[config.mk]
export PLATFORM = sky130hd
export DESIGN_NAME = fir_filter_cfg_flat
export DESIGN_NICKNAME = d
export VERILOG_FILES = /design/src/rtl/fir_filter_cfg_if.sv /design/src/rtl/fir_filter_cfg.sv /design/src/flat_wrapper.sv
export SDC_FILE = /design/constraint.sdc
export NUM_CORES = 2
export LEC_CHECK = 0
export ABC_AREA = 1
export CAP_MARGIN = 20
export CORE_MARGIN = 1
export CORE_UTILIZATION = 55
export DETAILED_ROUTE_END_ITERATION = 7
export PLACE_DENSITY = 0.74
export RECOVER_POWER = 100
export SYNTH_ARGS = -nofsm -noshare
export SYNTH_HDL_FRONTEND = slang
export SYNTH_SLANG_ARGS = --single-unit
[constraint.sdc]
create_clock -name clk -period 11.1 [get_ports clk]
set_clock_uncertainty 0.05 [all_clocks]
set_input_delay 2.775 -clock clk [delete_from_list [all_inputs] [get_ports clk]]
set_output_delay 2.775 -clock clk [all_outputs]
set_load 0.02 [all_outputs]
[src/rtl/fir_filter_cfg_if.sv]
// rtl/fir_filter_cfg_if.sv - sample stream and coefficient write bus of the configurable FIR
interface fir_filter_cfg_if #(
   parameter int NUM_COEFF = 17,
   parameter int NUM_BANKS = 4,
   parameter int NBT_IN    = 8,
   parameter int NBT_COEFF = 8,
   parameter int NBT_OUT   = 8
);
   localparam int NB_SEL  = $clog2(NUM_BANKS);
   localparam int NB_ADDR = $clog2(NUM_COEFF);

   logic                        i_valid;
   logic signed [NBT_IN-1:0]    i_is_data;
   logic [NB_SEL-1:0]           i_sel_bank;
   logic                        i_coeff_we;
   logic [NB_SEL-1:0]           i_coeff_bank;
   logic [NB_ADDR-1:0]          i_coeff_addr;
   logic signed [NBT_COEFF-1:0] i_coeff_data;
   logic                        o_valid;
   logic signed [NBT_OUT-1:0]   o_os_data;
   logic                        o_sat;

   modport master (
      output i_valid, i_is_data, i_sel_bank, i_coeff_we, i_coeff_bank, i_coeff_addr, i_coeff_data,
      input  o_valid, o_os_data, o_sat
   );

   modport slave (
      input  i_valid, i_is_data, i_sel_bank, i_coeff_we, i_coeff_bank, i_coeff_addr, i_coeff_data,
      output o_valid, o_os_data, o_sat
   );
endinterface

[src/rtl/fir_filter_cfg.sv]
// rtl/fir_filter_cfg.sv - valid-qualified FIR with writable coefficient banks
// Pipelined adder tree, round-half-up and saturation to S(NBT_OUT,NBF_OUT).
module fir_filter_cfg #(
   parameter int NUM_COEFF = 17,
   parameter int NUM_BANKS = 4,
   parameter int NBT_IN    = 8,
   parameter int NBF_IN    = 7,
   parameter int NBT_COEFF = 8,
   parameter int NBF_COEFF = 7,
   parameter int NBT_OUT   = 8,
   parameter int NBF_OUT   = 7
) (
   input  logic            clk,
   input  logic            i_reset,
   fir_filter_cfg_if.slave bus
);
   localparam int NB_SEL     = $clog2(NUM_BANKS);
   localparam int NUM_LEVELS = $clog2(NUM_COEFF);
   localparam int NBT_PROD   = NBT_IN + NBT_COEFF;
   localparam int NBT_ADD    = NBT_PROD + NUM_LEVELS;
   localparam int NBF_ADD    = NBF_IN + NBF_COEFF;
   localparam int NB_DROP    = NBF_ADD - NBF_OUT;
   localparam int NBT_RND    = NBT_ADD + 1 - NB_DROP;

   logic signed [NBT_COEFF-1:0] bank_mem [NUM_BANKS][NUM_COEFF];
   logic [NB_SEL-1:0]           sel_q;
   logic signed [NBT_COEFF-1:0] coeff_ws [NUM_COEFF];

   logic                        in_vld_q;
   logic signed [NBT_IN-1:0]    in_data_q;
   logic                        sr_vld_q;
   logic signed [NBT_IN-1:0]    taps_q [NUM_COEFF];
   logic                        prod_vld_q;
   logic signed [NBT_PROD-1:0]  prod_q [NUM_COEFF];
   logic signed [NBT_ADD-1:0]   prod_ext [NUM_COEFF];
   logic signed [NBT_ADD-1:0]   tree_q [1:NUM_LEVELS][NUM_COEFF];
   logic [NUM_LEVELS-1:0]       tree_vld_q;

   logic [NBT_RND-1:0]          rnd;
   logic                        ovf;
   logic [NBT_OUT-1:0]          sat_data;

   function automatic int level_count(input int lv);
      int n;
      n = NUM_COEFF;
      for (int k = 0; k < lv; k++) n = (n + 1) / 2;
      return n;
   endfunction

   // Selection is registered too, so bank switches and writes share the same two-edge delay.
   always_ff @(posedge clk) begin
      if (i_reset) begin
         sel_q <= '0;
         for (int b = 0; b < NUM_BANKS; b++)
            for (int k = 0; k < NUM_COEFF; k++) bank_mem[b][k] <= '0;
         for (int k = 0; k < NUM_COEFF; k++) coeff_ws[k] <= '0;
      end else begin
         sel_q <= bus.i_sel_bank;
         if (bus.i_coeff_we && (int'(bus.i_coeff_addr) < NUM_COEFF))
            bank_mem[bus.i_coeff_bank][bus.i_coeff_addr] <= bus.i_coeff_data;
         for (int k = 0; k < NUM_COEFF; k++) coeff_ws[k] <= bank_mem[sel_q][k];
      end
   end

   always_ff @(posedge clk) begin
      if (i_reset) begin
         in_vld_q   <= 1'b0;
         in_data_q  <= '0;
         sr_vld_q   <= 1'b0;
         prod_vld_q <= 1'b0;
         for (int k = 0; k < NUM_COEFF; k++) begin
            taps_q[k] <= '0;
            prod_q[k] <= '0;
         end
      end else begin
         in_vld_q  <= bus.i_valid;
         in_data_q <= bus.i_is_data;
         sr_vld_q  <= in_vld_q;
         if (in_vld_q) begin
            taps_q[0] <= in_data_q;
            for (int k = 1; k < NUM_COEFF; k++) taps_q[k] <= taps_q[k-1];
         end
         prod_vld_q <= sr_vld_q;
         for (int k = 0; k < NUM_COEFF; k++)
            prod_q[k] <= NBT_PROD'(taps_q[k]) * NBT_PROD'(coeff_ws[k]);
      end
   end

   always_comb begin
      for (int k = 0; k < NUM_COEFF; k++) prod_ext[k] = NBT_ADD'(prod_q[k]);
   end

   // The modulo only keeps indices in range; it never changes an operand that is actually summed.
   always_ff @(posedge clk) begin
      if (i_reset) begin
         tree_vld_q <= '0;
         for (int lv = 1; lv <= NUM_LEVELS; lv++)
            for (int i = 0; i < NUM_COEFF; i++) tree_q[lv][i] <= '0;
      end else begin
         tree_vld_q[0] <= prod_vld_q;
         for (int lv = 1; lv < NUM_LEVELS; lv++) tree_vld_q[lv] <= tree_vld_q[lv-1];
         for (int i = 0; i < NUM_COEFF; i++) begin
            if (2*i + 1 < NUM_COEFF)
               tree_q[1][i] <= prod_ext[(2*i) % NUM_COEFF] + prod_ext[(2*i+1) % NUM_COEFF];
            else if (2*i < NUM_COEFF)
               tree_q[1][i] <= prod_ext[(2*i) % NUM_COEFF];
            else
               tree_q[1][i] <= '0;
         end
         for (int lv = 2; lv <= NUM_LEVELS; lv++) begin
            for (int i = 0; i < NUM_COEFF; i++) begin
               if (2*i + 1 < level_count(lv-1))
                  tree_q[lv][i] <= tree_q[lv-1][(2*i) % NUM_COEFF] + tree_q[lv-1][(2*i+1) % NUM_COEFF];
               else if (2*i < level_count(lv-1))
                  tree_q[lv][i] <= tree_q[lv-1][(2*i) % NUM_COEFF];
               else
                  tree_q[lv][i] <= '0;
            end
         end
      end
   end

   // Adding half an LSB then truncating equals the truncated value plus the first dropped bit.
   generate
      if (NB_DROP > 0) begin : g_round
         always_comb begin
            rnd = NBT_RND'({tree_q[NUM_LEVELS][0][NBT_ADD-1], tree_q[NUM_LEVELS][0][NBT_ADD-1:NB_DROP]})
                + NBT_RND'(tree_q[NUM_LEVELS][0][NB_DROP-1]);
         end
      end else begin : g_no_round
         always_comb begin
            rnd = {tree_q[NUM_LEVELS][0][NBT_ADD-1], tree_q[NUM_LEVELS][0]};
         end
      end
   endgenerate

   always_comb begin
      ovf      = !((&rnd[NBT_RND-1:NBT_OUT-1]) || !(|rnd[NBT_RND-1:NBT_OUT-1]));
      sat_data = ovf ? {rnd[NBT_RND-1], {(NBT_OUT-1){~rnd[NBT_RND-1]}}} : rnd[NBT_OUT-1:0];
   end

   always_ff @(posedge clk) begin
      if (i_reset) begin
         bus.o_valid   <= 1'b0;
         bus.o_os_data <= '0;
         bus.o_sat     <= 1'b0;
      end else begin
         bus.o_valid <= tree_vld_q[NUM_LEVELS-1];
         if (tree_vld_q[NUM_LEVELS-1]) begin
            bus.o_os_data <= sat_data;
            bus.o_sat     <= ovf;
         end
      end
   end
endmodule

[src/flat_wrapper.sv]
// flat-port wrapper written by rule: the top's interface ports become plain ports
module fir_filter_cfg_flat 
#(
   parameter int NUM_COEFF = 17,
   parameter int NUM_BANKS = 4,
   parameter int NBT_IN    = 8,
   parameter int NBF_IN    = 7,
   parameter int NBT_COEFF = 8,
   parameter int NBF_COEFF = 7,
   parameter int NBT_OUT   = 8,
   parameter int NBF_OUT   = 7
)
  (clk, i_reset, bus_i_valid, bus_i_is_data, bus_i_sel_bank, bus_i_coeff_we, bus_i_coeff_bank, bus_i_coeff_addr, bus_i_coeff_data, bus_o_valid, bus_o_os_data, bus_o_sat);
  fir_filter_cfg_if #(.NUM_COEFF(NUM_COEFF), .NUM_BANKS(NUM_BANKS), .NBT_IN(NBT_IN), .NBT_COEFF(NBT_COEFF), .NBT_OUT(NBT_OUT)) bus_i ();
  input  logic clk;
  input  logic i_reset;
  input wire logic [$bits(bus_i.i_valid)-1:0] bus_i_valid;
  input wire logic [$bits(bus_i.i_is_data)-1:0] bus_i_is_data;
  input wire logic [$bits(bus_i.i_sel_bank)-1:0] bus_i_sel_bank;
  input wire logic [$bits(bus_i.i_coeff_we)-1:0] bus_i_coeff_we;
  input wire logic [$bits(bus_i.i_coeff_bank)-1:0] bus_i_coeff_bank;
  input wire logic [$bits(bus_i.i_coeff_addr)-1:0] bus_i_coeff_addr;
  input wire logic [$bits(bus_i.i_coeff_data)-1:0] bus_i_coeff_data;
  output wire logic [$bits(bus_i.o_valid)-1:0] bus_o_valid;
  output wire logic [$bits(bus_i.o_os_data)-1:0] bus_o_os_data;
  output wire logic [$bits(bus_i.o_sat)-1:0] bus_o_sat;
  assign bus_i.i_valid = bus_i_valid;
  assign bus_i.i_is_data = bus_i_is_data;
  assign bus_i.i_sel_bank = bus_i_sel_bank;
  assign bus_i.i_coeff_we = bus_i_coeff_we;
  assign bus_i.i_coeff_bank = bus_i_coeff_bank;
  assign bus_i.i_coeff_addr = bus_i_coeff_addr;
  assign bus_i.i_coeff_data = bus_i_coeff_data;
  assign bus_o_valid = bus_i.o_valid;
  assign bus_o_os_data = bus_i.o_os_data;
  assign bus_o_sat = bus_i.o_sat;
  fir_filter_cfg #(.NUM_COEFF(NUM_COEFF), .NUM_BANKS(NUM_BANKS), .NBT_IN(NBT_IN), .NBF_IN(NBF_IN), .NBT_COEFF(NBT_COEFF), .NBF_COEFF(NBF_COEFF), .NBT_OUT(NBT_OUT), .NBF_OUT(NBF_OUT)) u_core (.clk(clk), .i_reset(i_reset), .bus(bus_i));
endmodule
======== Yosys cells after proc, flatten, opt, wreduce, memory -nomap -nowiden ========
Memory sizes are Yosys's and may differ from the RTL's. A register that Yosys moved wholly into a read port is not among the register bits.
Cells that the tools add are included.
storage, ports and cells
  register bits after elaboration ......... 26
  RAM bits ................................ 2033
  output and inout bits ................... 10
  word-level logic and storage cells ...... 268
  memories ................................ 5
memories
  memory           depth  bits a word  read ports  clocked after Yosys merged registers in  write ports  RTL line              RTL
  u_core.tree_q    5      189          5           0                                        5            fir_filter_cfg.sv:36  logic signed [NBT_ADD-1:0] tree_q [1:NUM_LEVELS][NUM_COEFF];
  u_core.bank_mem  4      136          1           1                                        4            fir_filter_cfg.sv:25  logic signed [NBT_COEFF-1:0] bank_mem [NUM_BANKS][NUM_COEFF];
  u_core.prod_q    17     16           17          0                                        17           fir_filter_cfg.sv:34  logic signed [NBT_PROD-1:0] prod_q [NUM_COEFF];
  u_core.coeff_ws  17     8            17          0                                        17           fir_filter_cfg.sv:27  logic signed [NBT_COEFF-1:0] coeff_ws [NUM_COEFF];
  u_core.taps_q    17     8            17          0                                        17           fir_filter_cfg.sv:32  logic signed [NBT_IN-1:0] taps_q [NUM_COEFF];
cells by class
  add/subtract/negate cells ............... 17
  multipliers ............................. 17
  order comparisons ....................... 3
  multiplexer cells ....................... 112
  bitwise gates (word level) .............. 98
  reductions and logical operators ........ 8
operators with widths
  cell                                                count
  2-to-1 mux 21 bit                                   45
  2-to-1 mux 136 bit                                  3
  2-to-1 mux 8 bit                                    36
  multiplier 8 x 8 -> 16 bit                          17
  2-to-1 mux 16 bit                                   17
  adder 21 bit                                        8
  adder 16 x 16 -> 17 bit                             8
  OR reduction 136 bit                                1
  bitwise OR 1 bit                                    96
  demux 8 bit (select 5 bit)                          1
  adder 14 x 2 -> 15 bit                              1
  2-to-1 mux 1 bit                                    8
  AND reduction 8 bit                                 1
  OR reduction 8 bit                                  1
  >= comparator 6 bit, second input constant          1
  < comparator 6 x 1 -> 1 bit, second input constant  1
  inverter 5 -> 6 bit                                 1
  < comparator 5 bit, second input constant           1
  2-to-1 mux 2 bit                                    2
  logical AND 1 bit                                   2
  logical NOT 1 bit                                   2
  logical OR 1 bit                                    1
  inverter 1 bit                                      1

======== Depth between registers and ports, before layout ========
  word-level depth ........................ 8
  depth in mapped cells ................... 21

======== Least setup slack after synthesis ========
OpenSTA, ideal clock, no wires.
  path kind ............................... input-to-reg
  start ................................... input i_reset
  end ..................................... memory u_core.taps_q[0][0] (enable)
  library setup time ...................... 1.160 ns
  data arrival time ....................... 5.823 ns
  data required time ...................... 9.890 ns
  setup slack ............................. 4.067 ns
  stages on the path ...................... 5
  cells stage by stage .................... buf_2 inv_2 clkbuf_1 clkbuf_1 nand2_1
RTL lines
  item         RTL line              RTL
  from (decl)  flat_wrapper.sv:16    input logic i_reset;
  to (decl)    fir_filter_cfg.sv:32

==> results by group <==
STA
  – Unrepaired setup endpoints after global routing: false
  – Final setup viols: 0
  – Fin crit period: between 7 and 8 ns
  – Slew HR: -1.29
  – Final Cycle Share: 0.719
  – Setup TNS: 0 ns
  – Slew @ Worst Pin: between 3 and 4 ns
  – Final setup margin: between 3 and 4 ns
  – Max Clock Freq: ~130 MHz
  – Final-report hold violation count: 0
  – Max Slew Vio Count: 178

Placed design
  – I/O Buffers: 38
  – Hpwl dp: just under 200000 microns
  – Post-place setup slack: slightly below 5 ns
  – Gpl congestion: between 0.9 and 1

Routing
  – DRT iter0 DRCs: about 7500
  – WL final: roughly 260000 microns
  – Via density: 5.32
  – WL/cell: between 15 and 20 microns
  – Residual DRC: 0
  – DR vias: 81843
  – Post-route ant nets: 0
  – Detailed Routing Iterations Pass 1: 6

Floorplanning
  – Chip width: around 440 microns
  – Core ar.: a little under 200000 sq um
  – DIE HEIGHT: between 400 and 500 microns
  – Row count: around 160
  – Io pins: 39
  – Die area: about 200000 sq um
  – Initial Util: 0.553

Synthesis
  – Main synth FF type: dfxtp_1
  – Post-synth top area share: 0.192
  – Syn avg cell area: just over 8 sq um
  – Synth top area cells: edfxtp_1 19%, fa_1 18%, dfxtp_1 15%, inv_1 10%, ha_1 9.1%
  – Post-synth EDFFs: around 700
  – Mapped Nets: between 10000 and 15000
  – Synth unique cells: 39
  – Ys async rst share: 0
  – Yosys Warn Count: 0
  – Mapped Cells: ~13000
  – Yosys top cell by area: edfxtp_1
  – #FFs+latches synth: approximately 1500
  – Sequential share of the synthesized area: 0.342
  – Mapped Area: approximately 110000 sq um

Run
  – Maxcap violations: 3

Power and ir drop
  – Leakage: 0.0581 uW
  – PwrDens: 164 nW/um^2
  – Peak supply drop: ~170 uV

Run status
  – Outcome: finished, violations left
  – Violated checks: capacitance limit, slew limit

Setup path
  – Buf/Inv on CP: 3
  – Worst-path maximum fanout: 87
  – CP arrival: 8.37 ns
  – Max stage delay on crit path: approximately 2.4 ns
  – Req. time, crit path: ~11 ns
  – Cell Chain, Critical Path: clkbuf_1 -> inv_8 -> nand2_4 -> buf_4
  – Slowest CP cell: clkbuf_1
  – Family with the most delay on the worst path: buffers and inverters
  – Setup crit end kind: flip-flop
  – Setup CP Type: input pin to flip-flop
  – Startpoint types: input pin
  – R2R Setup Slk: ~6.3 ns

CTS
  – CTS H-tree lvls: 4
  – Number of post-CTS setup repair buffers: 0
  – Root buffer cell: clkbuf_16
  – Clock Path Buffers: 3
  – Worst-path clk slew: ~0.060 ns
  – Total CTS buffers: 160
  – Clk sinks: ~1500
  – CTS tree: yes
  – Worst skew pair latency: ~0.84 ns
  – CTS Hold Bufs: 0
  – PostCTS Resize Cnt: 0

Layout
  – Seq. cell area: ~36000 sq um
  – Footprint of the multi-input gates: 57100 sq um
  – Fill count: around 17000
  – Fraction of layout cells with a size suffix above 1: 0.0259
  – Final net count: 14470
  – P&R area growth vs syn: 6.95%

Global route
  – First-pass GRT wire length: between 400000 and 500000 microns
  – Largest net degree at the start of global routing: between 150 and 200
  – Initial antenna violation count: 15
  – Vias in the first global route: roughly 82000
  – Tot GR Track Use: 0.266
  – GRT overflow: 0

Worst hold path
  – Min-Delay Path Class: flip-flop to flip-flop
[path summary, 6_finish.rpt]
| check | depth (start not counted) | from | to |
|---|---|---|---|
| worst max-delay path | 4 | i_reset | u_core.taps_q[0][11] |
| worst min-delay path | 2 | u_core.tree_q[0][193] | u_core.tree_q[0][466] |
| worst max register to register | 14 | u_core.coeff_ws[0][34] | u_core.prod_q[0][79] |
| worst min register to register | 2 | u_core.tree_q[0][193] | u_core.tree_q[0][466] |
[cells in the mapped netlist (11+ instances only)]
cell type	number
clkbuf_1	478
dfxtp_1	798
a21oi_1	917
o21a_1	42
nor3_1	59
o21ai_0	747
a21o_1	50
a21boi_0	18
ha_1	770
nor2_1	1954
a31oi_1	23
fa_1	950
xor2_1	45
inv_1	2880
xnor2_1	78
o211ai_1	26
a211oi_1	18
nand3_1	300
or2_2	14
buf_1	25
nand2_2	71
edfxtp_1	680
nand4_1	61
o21bai_1	56
buf_2	11
nand2_1	1874
a221oi_1	13
inv_2	12
[cell families (layout without fill, tap and decap cells)]
kind of cell | count (synthesis) | count (layout) | share of synthesized area
compound gates | 1924 | 1924 | 0.0966
flops | 1478 | 1478 | 0.342
xor+xnor | 123 | 123 | 0.0101
buf+inv | 3406 | 3259 | 0.120
simple gates | 4355 | 4355 | 0.162
other cells | 0 | 2 | 0
fa+ha+maj | 1720 | 1720 | 0.269
[layer usage]
| metal | global-route usage | wire length (microns) | vias up |
|---|---|---|---|
| li1 | - | - | 39439 |
| met1 | 0.372 | 114000 | 38879 |
| met2 | 0.424 | 116000 | 3050 |
| met3 | 0.0464 | 22700 | 471 |
| met4 | 0.0810 | 6760 | 4 |
| met5 | 0 | 33 | - |
[placed cells by master (no fill, tap or decap), types with 78 or more instances in the layout]
cell type     n
xnor2_1      78
nand2_1    1941
ha_1        770
fa_1        950
nor2_1     1951
a21oi_1     917
o21ai_0     747
edfxtp_1    680
nand3_1     300
dfxtp_1     796
clkbuf_16   171
inv_1      2879
[sequential cells by signal (all words and copies together), names as in the netlist, named ones only]
name	cells
u_core.bank_mem	544
u_core.bus.o_os_data	8
u_core.bus.o_sat	1
u_core.bus.o_valid	1
u_core.coeff_ws	136
u_core.in_data_q	8
u_core.in_vld_q	1
u_core.prod_q	272
u_core.prod_vld_q	1
u_core.sr_vld_q	1
u_core.taps_q	136
u_core.tree_q	362
u_core.tree_vld_q	5
[area by class of cell]
class                      instances  share of cell area
multi-input combinational       8122               0.502
sequential                      1478               0.320
tap                             2526              0.0278
timing repair buffer              67             0.00574
antenna                            2           0.0000440
inverter                        2892              0.0955
clock buffer                     214              0.0405
clock inverter                    86             0.00911
[where the power goes]
part	internal (uW)	switching, uW
Clock	3360	2310
Combinational	2060	3770
Sequential	6480	667
Total	11900	6750
[worst reg2reg max path: stages, from the launching register on]
cell	delay (ns)
dfxtp_1	0.65
nand2_1	0.26
fa_1	0.80
inv_1	0.12
fa_1	0.53
inv_1	0.06
fa_1	0.49
inv_1	0.05
fa_1	0.51
ha_1	0.38
nand4_1	0.12
or2_2	0.32
nand4_1	0.09
o21ai_0	0.10
a21oi_1	0.16
[metrics by stage]
| step | cell area [sq um] | hold slack (ns) | cells | total power, uW | utilization |
|---|---|---|---|---|---|
| after floorplan | 106000 | 0.338 | 13006 | 11300 | - |
| after global placement | 108000 | 0.340 | 15082 | 12800 | 0.563 |
| after detailed placement | 108000 | 0.343 | 15083 | 13000 | 0.563 |
| after CTS | 114000 | 0.350 | 15383 | 18700 | 0.592 |
| after global routing | 114000 | 0.365 | 15386 | 19900 | 0.592 |
| final | 114000 | 0.348 | 15387 | 18600 | 0.592 |
Power figures use the tool's default switching activity.
